<file path="src/rtl/rv32i_apb_pkg.sv">
// ---------------------------------------------------------------------------
// rv32i_apb_pkg
// Shared definitions for the RV32I data-port to APB bridge:
//   - bridge FSM state encoding
//   - core access-size encodings carried on store_size
//   - default peripheral window base and the timeout read-data marker
// ---------------------------------------------------------------------------
package rv32i_apb_pkg;

  typedef enum logic [1:0] {
    ST_IDLE   = 2'b00,
    ST_SETUP  = 2'b01,
    ST_ACCESS = 2'b10
  } apb_state_t;

  localparam logic [1:0] SZ_BYTE = 2'b00;
  localparam logic [1:0] SZ_HALF = 2'b01;
  localparam logic [1:0] SZ_WORD = 2'b10;
  localparam logic [1:0] SZ_RSVD = 2'b11;

  // 64 KiB peripheral window; only bits [31:16] take part in the decode.
  localparam logic [31:0] PERIPH_BASE_DEF = 32'h1000_0000;

  // Returned on dRdata when a slave never raises PREADY.
  localparam logic [31:0] DEADBEEF = 32'hDEAD_BEEF;

endpackage

</file>
<file path="src/rtl/rv32i_apb_bridge_if.sv">
// ---------------------------------------------------------------------------
// rv32i_apb_bridge_if
// APB bus bundle between the bridge and its peripherals.
//   PADDR   32          byte address, word aligned
//   PSEL    NUM_SLAVES  one-hot slave select
//   PENABLE 1           access phase
//   PWRITE  1           1 = write
//   PWDATA  32          lane-replicated write data
//   PSTRB   4           byte strobes (zero for reads)
//   PRDATA  32          read data from the selected slave
//   PREADY  1           slave completion
//   PSLVERR 1           slave error, valid with PREADY
// Modports: master = bridge side, slave = peripheral side.
// ---------------------------------------------------------------------------
interface rv32i_apb_bridge_if #(
  parameter int NUM_SLAVES = 4
) ();

  logic [31:0]           PADDR;
  logic [NUM_SLAVES-1:0] PSEL;
  logic                  PENABLE;
  logic                  PWRITE;
  logic [31:0]           PWDATA;
  logic [3:0]            PSTRB;
  logic [31:0]           PRDATA;
  logic                  PREADY;
  logic                  PSLVERR;

  modport master (
    output PADDR, PSEL, PENABLE, PWRITE, PWDATA, PSTRB,
    input  PRDATA, PREADY, PSLVERR
  );

  modport slave (
    input  PADDR, PSEL, PENABLE, PWRITE, PWDATA, PSTRB,
    output PRDATA, PREADY, PSLVERR
  );

endinterface

</file>
<file path="src/rtl/apb_lane_align.sv">
// ---------------------------------------------------------------------------
// apb_lane_align
// Combinational lane steering for core stores onto the 32-bit APB bus.
//   size     in  2   access size (SZ_BYTE / SZ_HALF / SZ_WORD / SZ_RSVD)
//   addr_lo  in  2   byte offset within the word
//   wr_en    in  1   1 = store; loads get an all-zero strobe
//   data     in  32  right-aligned store data
//   strb     out 4   byte strobes
//   wdata    out 32  byte/half replicated across all lanes, word unchanged
//   misalign out 1   unusable size/offset combination (includes SZ_RSVD)
// ---------------------------------------------------------------------------
module apb_lane_align
  import rv32i_apb_pkg::*;
(
  input  logic [1:0]  size,
  input  logic [1:0]  addr_lo,
  input  logic        wr_en,
  input  logic [31:0] data,
  output logic [3:0]  strb,
  output logic [31:0] wdata,
  output logic        misalign
);

  always_comb begin
    strb     = 4'b0000;
    wdata    = data;
    misalign = 1'b0;
    case (size)
      SZ_BYTE: begin
        wdata = {4{data[7:0]}};
        if (wr_en) strb = 4'b0001 << addr_lo;
      end
      SZ_HALF: begin
        wdata    = {2{data[15:0]}};
        misalign = addr_lo[0];
        if (wr_en) strb = 4'b0011 << addr_lo;
      end
      SZ_WORD: begin
        misalign = (addr_lo != 2'b00);
        if (wr_en) strb = 4'b1111;
      end
      default: begin
        // Reserved size code is rejected the same way as a misaligned access.
        misalign = 1'b1;
      end
    endcase
  end

endmodule

</file>
<file path="src/rtl/rv32i_apb_bridge.sv">
// ---------------------------------------------------------------------------
// rv32i_apb_bridge
// Converts single core data-port transfers in the peripheral window into
// APB SETUP/ACCESS transactions. One transfer in flight; req is only looked
// at in IDLE (which includes the cycle carrying the ready pulse), so the
// fastest back-to-back rate is one transfer every three cycles.
//   clk         in  1   rising-edge clock
//   rst         in  1   asynchronous active-low reset
//   req         in  1   transfer request
//   d_wr_en     in  1   1 = store, 0 = load
//   dAddr       in  32  byte address
//   dWdata      in  32  right-aligned store data
//   store_size  in  2   00 byte, 01 half, 10 word
//   dRdata      out 32  load data (0 on decode error, DEADBEEF on timeout)
//   ready       out 1   one-cycle completion pulse
//   err         out 1   error flag, only ever high together with ready
//   apb         master  APB bus (see rv32i_apb_bridge_if)
// ---------------------------------------------------------------------------
module rv32i_apb_bridge
  import rv32i_apb_pkg::*;
#(
  parameter int          NUM_SLAVES  = 4,
  parameter int          TIMEOUT     = 16,
  parameter logic [31:0] PERIPH_BASE = PERIPH_BASE_DEF
) (
  input  logic        clk,
  input  logic        rst,
  input  logic        req,
  input  logic        d_wr_en,
  input  logic [31:0] dAddr,
  input  logic [31:0] dWdata,
  input  logic [1:0]  store_size,
  output logic [31:0] dRdata,
  output logic        ready,
  output logic        err,
  rv32i_apb_bridge_if.master apb
);

  localparam int CNT_W = (TIMEOUT > 1) ? $clog2(TIMEOUT) : 1;
  localparam logic [CNT_W-1:0] TMO_LAST = CNT_W'(TIMEOUT - 1);

  apb_state_t            state;
  logic [CNT_W-1:0]      tmo_cnt;

  logic [3:0]            slv_idx;
  logic                  in_window;
  logic                  slv_ok;
  logic                  dec_err;
  logic [NUM_SLAVES-1:0] sel_onehot;
  logic [3:0]            lane_strb;
  logic [31:0]           lane_wdata;
  logic                  lane_misalign;

  apb_lane_align u_lane_align (
    .size     (store_size),
    .addr_lo  (dAddr[1:0]),
    .wr_en    (d_wr_en),
    .data     (dWdata),
    .strb     (lane_strb),
    .wdata    (lane_wdata),
    .misalign (lane_misalign)
  );

  // Request decode, evaluated straight off the core inputs while IDLE.
  assign slv_idx    = dAddr[15:12];
  assign in_window  = (dAddr[31:16] == PERIPH_BASE[31:16]);
  assign slv_ok     = (int'(slv_idx) < NUM_SLAVES);
  assign dec_err    = !in_window || !slv_ok || lane_misalign;
  assign sel_onehot = NUM_SLAVES'(1) << slv_idx;

  always_ff @(posedge clk or negedge rst) begin
    if (!rst) begin
      state       <= ST_IDLE;
      tmo_cnt     <= '0;
      apb.PSEL    <= '0;
      apb.PENABLE <= 1'b0;
      apb.PWRITE  <= 1'b0;
      apb.PADDR   <= '0;
      apb.PWDATA  <= '0;
      apb.PSTRB   <= '0;
      dRdata      <= '0;
      ready       <= 1'b0;
      err         <= 1'b0;
    end else begin
      ready <= 1'b0;
      err   <= 1'b0;
      case (state)
        // IDLE: accept a request; the APB address/data registers double as
        // the latched copy of the core request for the rest of the transfer.
        ST_IDLE: begin
          if (req) begin
            if (dec_err) begin
              ready  <= 1'b1;
              err    <= 1'b1;
              dRdata <= '0;
            end else begin
              state      <= ST_SETUP;
              tmo_cnt    <= '0;
              apb.PSEL   <= sel_onehot;
              apb.PADDR  <= {dAddr[31:2], 2'b00};
              apb.PWRITE <= d_wr_en;
              apb.PWDATA <= lane_wdata;
              apb.PSTRB  <= lane_strb;
            end
          end
        end

        // SETUP: exactly one cycle with PSEL up and PENABLE low.
        ST_SETUP: begin
          state       <= ST_ACCESS;
          apb.PENABLE <= 1'b1;
        end

        // ACCESS: hold everything until PREADY or the wait budget runs out.
        ST_ACCESS: begin
          if (apb.PREADY) begin
            if (!apb.PWRITE) dRdata <= apb.PRDATA;
            ready       <= 1'b1;
            err         <= apb.PSLVERR;
            apb.PSEL    <= '0;
            apb.PENABLE <= 1'b0;
            state       <= ST_IDLE;
          end else if (tmo_cnt == TMO_LAST) begin
            ready       <= 1'b1;
            err         <= 1'b1;
            dRdata      <= DEADBEEF;
            apb.PSEL    <= '0;
            apb.PENABLE <= 1'b0;
            state       <= ST_IDLE;
          end else begin
            tmo_cnt <= tmo_cnt + 1'b1;
          end
        end

        default: begin
          state       <= ST_IDLE;
          apb.PSEL    <= '0;
          apb.PENABLE <= 1'b0;
        end
      endcase
    end
  end

endmodule

</file>
<file path="src/flat_wrapper.sv">
// flat-port wrapper written by rule: the top's interface ports become plain ports
module rv32i_apb_bridge_flat import rv32i_apb_pkg::*;
#(
  parameter int          NUM_SLAVES  = 4,
  parameter int          TIMEOUT     = 16,
  parameter logic [31:0] PERIPH_BASE = PERIPH_BASE_DEF
)
  (clk, rst, req, d_wr_en, dAddr, dWdata, store_size, dRdata, ready, err, apb_PADDR, apb_PSEL, apb_PENABLE, apb_PWRITE, apb_PWDATA, apb_PSTRB, apb_PRDATA, apb_PREADY, apb_PSLVERR);
  rv32i_apb_bridge_if #(.NUM_SLAVES(NUM_SLAVES)) apb_i ();
  input  logic clk;
  input  logic rst;
  input  logic req;
  input  logic d_wr_en;
  input  logic [31:0] dAddr;
  input  logic [31:0] dWdata;
  input  logic [1:0] store_size;
  output logic [31:0] dRdata;
  output logic ready;
  output logic err;
  output wire logic [$bits(apb_i.PADDR)-1:0] apb_PADDR;
  output wire logic [$bits(apb_i.PSEL)-1:0] apb_PSEL;
  output wire logic [$bits(apb_i.PENABLE)-1:0] apb_PENABLE;
  output wire logic [$bits(apb_i.PWRITE)-1:0] apb_PWRITE;
  output wire logic [$bits(apb_i.PWDATA)-1:0] apb_PWDATA;
  output wire logic [$bits(apb_i.PSTRB)-1:0] apb_PSTRB;
  input wire logic [$bits(apb_i.PRDATA)-1:0] apb_PRDATA;
  input wire logic [$bits(apb_i.PREADY)-1:0] apb_PREADY;
  input wire logic [$bits(apb_i.PSLVERR)-1:0] apb_PSLVERR;
  assign apb_PADDR = apb_i.PADDR;
  assign apb_PSEL = apb_i.PSEL;
  assign apb_PENABLE = apb_i.PENABLE;
  assign apb_PWRITE = apb_i.PWRITE;
  assign apb_PWDATA = apb_i.PWDATA;
  assign apb_PSTRB = apb_i.PSTRB;
  assign apb_i.PRDATA = apb_PRDATA;
  assign apb_i.PREADY = apb_PREADY;
  assign apb_i.PSLVERR = apb_PSLVERR;
  rv32i_apb_bridge #(.NUM_SLAVES(NUM_SLAVES), .TIMEOUT(TIMEOUT), .PERIPH_BASE(PERIPH_BASE)) u_core (.clk(clk), .rst(rst), .req(req), .d_wr_en(d_wr_en), .dAddr(dAddr), .dWdata(dWdata), .store_size(store_size), .dRdata(dRdata), .ready(ready), .err(err), .apb(apb_i));
endmodule
</file>
<file path="config.mk">
export PLATFORM = sky130hd
export DESIGN_NAME = rv32i_apb_bridge_flat
export DESIGN_NICKNAME = d
export VERILOG_FILES = /design/src/rtl/rv32i_apb_pkg.sv /design/src/rtl/rv32i_apb_bridge_if.sv /design/src/rtl/apb_lane_align.sv /design/src/rtl/rv32i_apb_bridge.sv /design/src/flat_wrapper.sv
export SDC_FILE = /design/constraint.sdc
export NUM_CORES = 1
export LEC_CHECK = 0
export BUFFER_PORTS_ARGS = -buffer_cell sky130_fd_sc_hd__buf_2
export CAP_MARGIN = 20
export CORE_MARGIN = 2
export CORE_UTILIZATION = 25
export CTS_CLUSTER_DIAMETER = 60
export DETAILED_ROUTE_END_ITERATION = 10
export PLACE_DENSITY = 0.47
export SYNTH_ARGS = -nofsm -noshare
export SYNTH_HDL_FRONTEND = slang
export SYNTH_SLANG_ARGS = --single-unit
export TNS_END_PERCENT = 30
</file>
<file path="constraint.sdc">
create_clock -name clk -period 4.22 [get_ports clk]
set_clock_uncertainty 0.2 [all_clocks]
set_input_delay 0.422 -clock clk [delete_from_list [all_inputs] [get_ports clk]]
set_output_delay 0.422 -clock clk [all_outputs]
set_load 0.01 [all_outputs]
</file>
* Word level (Yosys, flattened, before mapping)
Index checks and enable logic that the tools add are counted.
** Storage, ports and cells
- Memories kept :: 0
- Bits in latches :: 0
- Bits in writable memories :: 0
- Register bits after elaboration :: 112
- Bits in read-only memories :: 0
- Input bits :: 104
- Output and inout bits :: 108
- Logic and storage cells :: 83
** Cells by class
- Shift operators :: 3
- Bitwise operators :: 3
- Order comparisons :: 1
- Divide/modulo/power cells :: 0
- Reduce and logical (&&, ||, !) cells :: 14
- Add/subtract/negate cells :: 1
- Multiply operators :: 0
- Equality and inequality tests :: 13
- Muxes and demuxes :: 37
** Operator list (number)
- 32-bit two-way mux :: 5
- 32-bit case mux with 2 select lines :: 2
- 4-bit two-way mux :: 11
- 4-bit case mux with 3 select lines :: 2
- 16-bit by 13-bit equality test with 1-bit output (second input constant) :: 1
- 5-bit AND reduction :: 2
- 2-bit two-way mux :: 4
- 2-bit inequality test (second input constant) :: 4
- 4-bit case mux with 2 select lines :: 1
- 1-bit two-way mux :: 7
- 1-bit case mux with 3 select lines :: 2
- 2-bit case mux with 3 select lines :: 1
- 3-bit AND reduction :: 2
- 4-bit by 1-bit adder with 4-bit output (second input constant) :: 1
- 2-bit by 1-bit equality test with 1-bit output (second input constant) :: 2
- 2-bit equality test (second input constant) :: 2
- 4-bit equality test (second input constant) :: 1
- 2-bit zero test :: 2
- 4-bit by 3-bit less-than comparator with 1-bit output (second input constant) :: 1
- 1-bit case mux with 2 select lines :: 2
- 4-bit AND reduction :: 1
- 2-bit nonzero test :: 2
- 1-bit by 2-bit left shift with 4-bit output (first input constant) :: 1
- 1-bit by 4-bit left shift with 4-bit output (first input constant) :: 1
- 8 further kinds :: 12

* Logic depth before layout (Yosys ltp)
- Word-level depth :: 7
- Mapped depth :: 7
- Mapped depth without buffers :: 6

* Cells and area by module
From an unflattened synthesis, not the netlist that was laid out.
** Unflattened totals
- Cell total of the unflattened synthesis :: 423
- Area total of the unflattened synthesis :: 5247.5 µm²
** By module, submodules not included
- rv32i_apb_bridge :: area an instance 4624.4 µm², instances 1, cells each 348, seq. area each 2802.7 µm²
- apb_lane_align :: area an instance 623.1 µm², instances 1, cells each 75, seq. area each 0.0 µm²

* Worst setup path after synthesis
No wires, ideal clock.
- Path kind :: input to register
- From :: in dAddr[1]
- To :: reg u_core.apb.PADDR[2]
- Setup slack :: 2.010 ns
- Setup time :: 0.125 ns
- Path buffers :: 1
- Required time :: 3.895 ns
- Stages on the path :: 7
- Arrival :: 1.886 ns
- Path through :: inv_1 ha_1 nor2b_1 o2111ai_1 nor3_4 buf_6 mux2_2
** Between the ends
- Word-level cells in the longest chain between the ends :: 5
** RTL lines
- start, declared :: line flat_wrapper.sv:14 : input logic [31:0] dAddr;
- 2-bit nonzero test :: line apb_lane_align.sv:39 : misalign = (addr_lo != 2'b00);
- 1-bit case mux with 3 select lines :: line apb_lane_align.sv:28 : case (size)
- 1-bit logical OR :: line rv32i_apb_bridge.sv:68 : assign dec_err = !in_window || !slv_ok || lane_misalign;
- 1-bit NOT (no line)
- 3-bit AND reduction (no line)
- end signal, assigned :: line rv32i_apb_bridge.sv:100 : apb.PADDR <= {dAddr[31:2], 2'b00};
- end, declared :: line rv32i_apb_bridge_if.sv:30 : output PADDR, PSEL, PENABLE, PWRITE, PWDATA, PSTRB,
No other way between the ends.
A chain may end at the register's enable or synchronous reset.

* Worst setup path in the final report
- From :: reg u_core.state[0]
- To :: reg u_core.apb.PWDATA[21]
** Between the ends
- Word-level cells in the longest chain between the ends :: 2
** RTL lines
- start, declared :: line rv32i_apb_bridge.sv:42 : apb_state_t state;
- start signal, assigned :: line rv32i_apb_bridge.sv:73 : state <= ST_IDLE;
- start signal, assigned :: line rv32i_apb_bridge.sv:97 : state <= ST_SETUP;
- start signal, assigned :: line rv32i_apb_bridge.sv:110 : state <= ST_ACCESS;
- 2-bit zero test :: line rv32i_apb_bridge.sv:87 : case (state)
- 3-bit AND reduction (no line)
- end signal, assigned :: line rv32i_apb_bridge.sv:102 : apb.PWDATA <= lane_wdata;
- end, declared :: line rv32i_apb_bridge_if.sv:30
No other way between the ends.

==> qor.yml <==
floorplanning:
  core-area_um2: 19600
  initial_core_util: 0.257
  io_pins: 212
  die_width_um: 146
  die_area_um2: 21300
  die_h_um: 146
  rows: 51
clock_tree:
  ctsHoldBuffers: 0
  cts.path.max_buffers: 2
  clk_latency_ns: 0.35
  cts_resized: 0
  post-cts-setup-buffers: 0
  clkTransAtPathRegs_ns: 0.07
  cts-buffers-inserted: 9
  cts-root-buf: "clkbuf_16"
  cts_tree: "built"
  cts_sinks: 112
  htree_num_levels: 3
final_layout:
  final_cell_mix: "208 x buf_2, 112 x dfrtp_1, 63 x mux2_2, 38 x o21ai_0, 36 x inv_1"
  nFillCells: 2017
  fin_nets: 729
  final_common_cell: "buf_2"
  drive_gt1_frac: 0.476
  syn2layout_area_growth_pct: 31.1
place:
  gp_congestion: 0.741
  dp_hpwl_um: 9370
  port_buffers: 209
job:
  cap_violations: 0
sta:
  fmax_mhz: 379
  hold_violations: 7
  finalCritPeriodShare: 0.626
  finalSetupTns_ns: 0
  whs_ns: -0.0224
  min_period_ns: 2.64
  setup_viol: 0
  worstMarginPinSlew_ns: 1.04
  slew_headroom: 0.303
  drv_slew: 0
  rsz0062_at_grt: "no"
routing:
  first_pass_iters: 4
  wirelength_um: 13100
  drc: 0
  wl_per_cell_um: 14.7
  drt_iter0_drc: 141
  ant_nets: 0
  vias_per_cell: 4.45
  vias: 3964
synth:
  async_flop_share: 1.00
  syn_area_um2: 5030
  synth_edf_count: 0
  synth-seq-cells: 112
  yosys_warnings: 0
  synth-main-ff-cell: "dfrtp_1"
  syn_avg_cell_area_um2: 12.0
  synthesis.instances: 420
  ys_seq_area_frac: 0.558
  yosysUniqueCellTypes: 43
power:
  power.leakage_nw: 3.65
  vdd_drop_max_mv: 0.177
  p_per_area_nw_per_um2: 308
grt:
  grtUsageTotal: 0.123
  grt_pass1_vias: 4064
  grt_overflow_total: 0
  grt_max_degree: 67
  grt_pass1_wl_um: 21300
  antenna_found_initial: 0
critical_path:
  worstSetupEndpointType: "flop"
  cp_max_fo: 66
  arrival_ns: 2.68
  required_ns: 4.25
  criticalPathCategory: "flop to flop"
  startpoint_type: "flop"
run_status:
  outcome: "complete, but fails checks"
  violations: "hold timing"
min_path:
  min_path_type: "primary input to asynchronous set/reset pin"
## layout make-up
cell class | instances | area [µm²] | area share
flip-flops and latches | 112 | 2800 | 0.425
well taps | 265 | 332 | 0.0503
inverters | 36 | 135 | 0.0205
clock inverters | 6 | 46.3 | 0.00702
repair buffers | 214 | 1100 | 0.167
clock buffers | 9 | 225 | 0.0342
diodes | 1 | 2.50 | 0.000380
multi-input cells | 247 | 1950 | 0.296
## state kept, by name (all words and copies together), names as in the netlist
| name | cells |
|---|---|
| u_core.apb.PENABLE | 1 |
| u_core.apb.PSTRB | 4 |
| u_core.apb.PWRITE | 1 |
| u_core.dRdata | 32 |
| u_core.apb.PSEL | 4 |
| u_core.apb.PWDATA | 32 |
| u_core.state | 2 |
| u_core.tmo_cnt | 4 |
| u_core.ready | 1 |
| u_core.apb.PADDR | 30 |
| u_core.err | 1 |
## routing by layer
layer	part of all wire	track usage
met1	0.45	0.159
met2	0.46	0.194
met3	0.081	0.0392
met4	0.013	0.0412
met5	0	0
## path summary, 6_finish.rpt
| kind | endpoint | cells past startpoint | slack [ns] | from |
|---|---|---|---|---|
| worst max register to register | u_core.apb.PWDATA[21]$_DFFE_PN0P_ | 4 | 1.58 | u_core.state[0]$_DFFE_PN0P_ |
| worst min-delay path | u_core.dRdata[10]$_DFFE_PN0P_ | 2 | -0.02 | rst |
| worst max-delay path | u_core.apb.PWDATA[21]$_DFFE_PN0P_ | 4 | 1.58 | u_core.state[0]$_DFFE_PN0P_ |
| min in group clk | u_core.dRdata[24]$_DFFE_PN0P_ | 2 | 0.08 | apb_PRDATA[24] |
| max in group asynchronous | u_core.apb.PWDATA[0]$_DFFE_PN0P_ | 2 | 3.26 | rst |
| worst min register to register | u_core.apb.PADDR[28]$_DFFE_PN0P_ | 1 | 0.27 | u_core.apb.PADDR[28]$_DFFE_PN0P_ |
## logic make-up (layout without fill, tap and decap cells)
family          after synthesis  in the layout  synth area share
compound gates               92             92             0.127
fa+ha+maj                     5              5            0.0124
buf+inv                      62            265            0.0575
flops                       112            112             0.558
mux                          77             77             0.169
other cells                   1              3          0.000746
simple gates                 71             71            0.0759
## synthesized netlist by cell type, types with 2 or more instances
cell type	number	area [µm²]
a21boi_0	2	15.0
a21oi_1	3	15.0
a22o_1	32	280
a31oi_1	3	18.8
buf_1	3	11.3
buf_2	6	30.0
buf_4	3	22.5
buf_6	5	56.3
clkbuf_1	9	33.8
dfrtp_1	112	2800
ha_1	5	62.6
inv_1	36	135
mux2_2	63	709
mux2i_1	14	140
nand2_1	24	90.1
nand2b_1	4	25.0
nand3_1	2	10.0
nor2_1	7	26.3
nor2b_1	19	119
nor3_1	2	10.0
nor4_1	4	25.0
o21a_1	2	15.0
o21ai_0	38	190
o21bai_1	2	15.0
o221ai_1	2	17.5
## stage by stage
| stage | instance area, µm² | worst slack, ns | cells | power (W) | util |
|---|---|---|---|---|---|
| after floorplan | 5030 | 2.01 | 421 | 0.00116 | - |
| after global placement | 6320 | 1.30 | 874 | 0.00124 | 0.322 |
| after detailed placement | 6320 | 1.27 | 874 | 0.00125 | 0.322 |
| after CTS | 6590 | 1.56 | 889 | 0.00207 | 0.336 |
| after global routing | 6590 | 1.48 | 889 | 0.00213 | 0.336 |
| final | 6590 | 1.58 | 890 | 0.00203 | 0.336 |
## worst max-delay path, cell delays in order (launching register included)
cell and delay (ns):
dfrtp_1 0.51, or3b_1 0.54, nor3_4 0.48, buf_12 0.36
mux2_2 0.38
## report_power, final
part	total (W)	switching [W]	leakage (nW)	internal, W
logic	0.000148	0.0000821	2.00	0.0000658
registers	0.00107	0.000000331	1.53	0.00107
clock network	0.000808	0.000406	0.128	0.000401
total	0.00203	0.000489	3.65	0.00154
No activity file was read; power rests on OpenSTA's default activity.
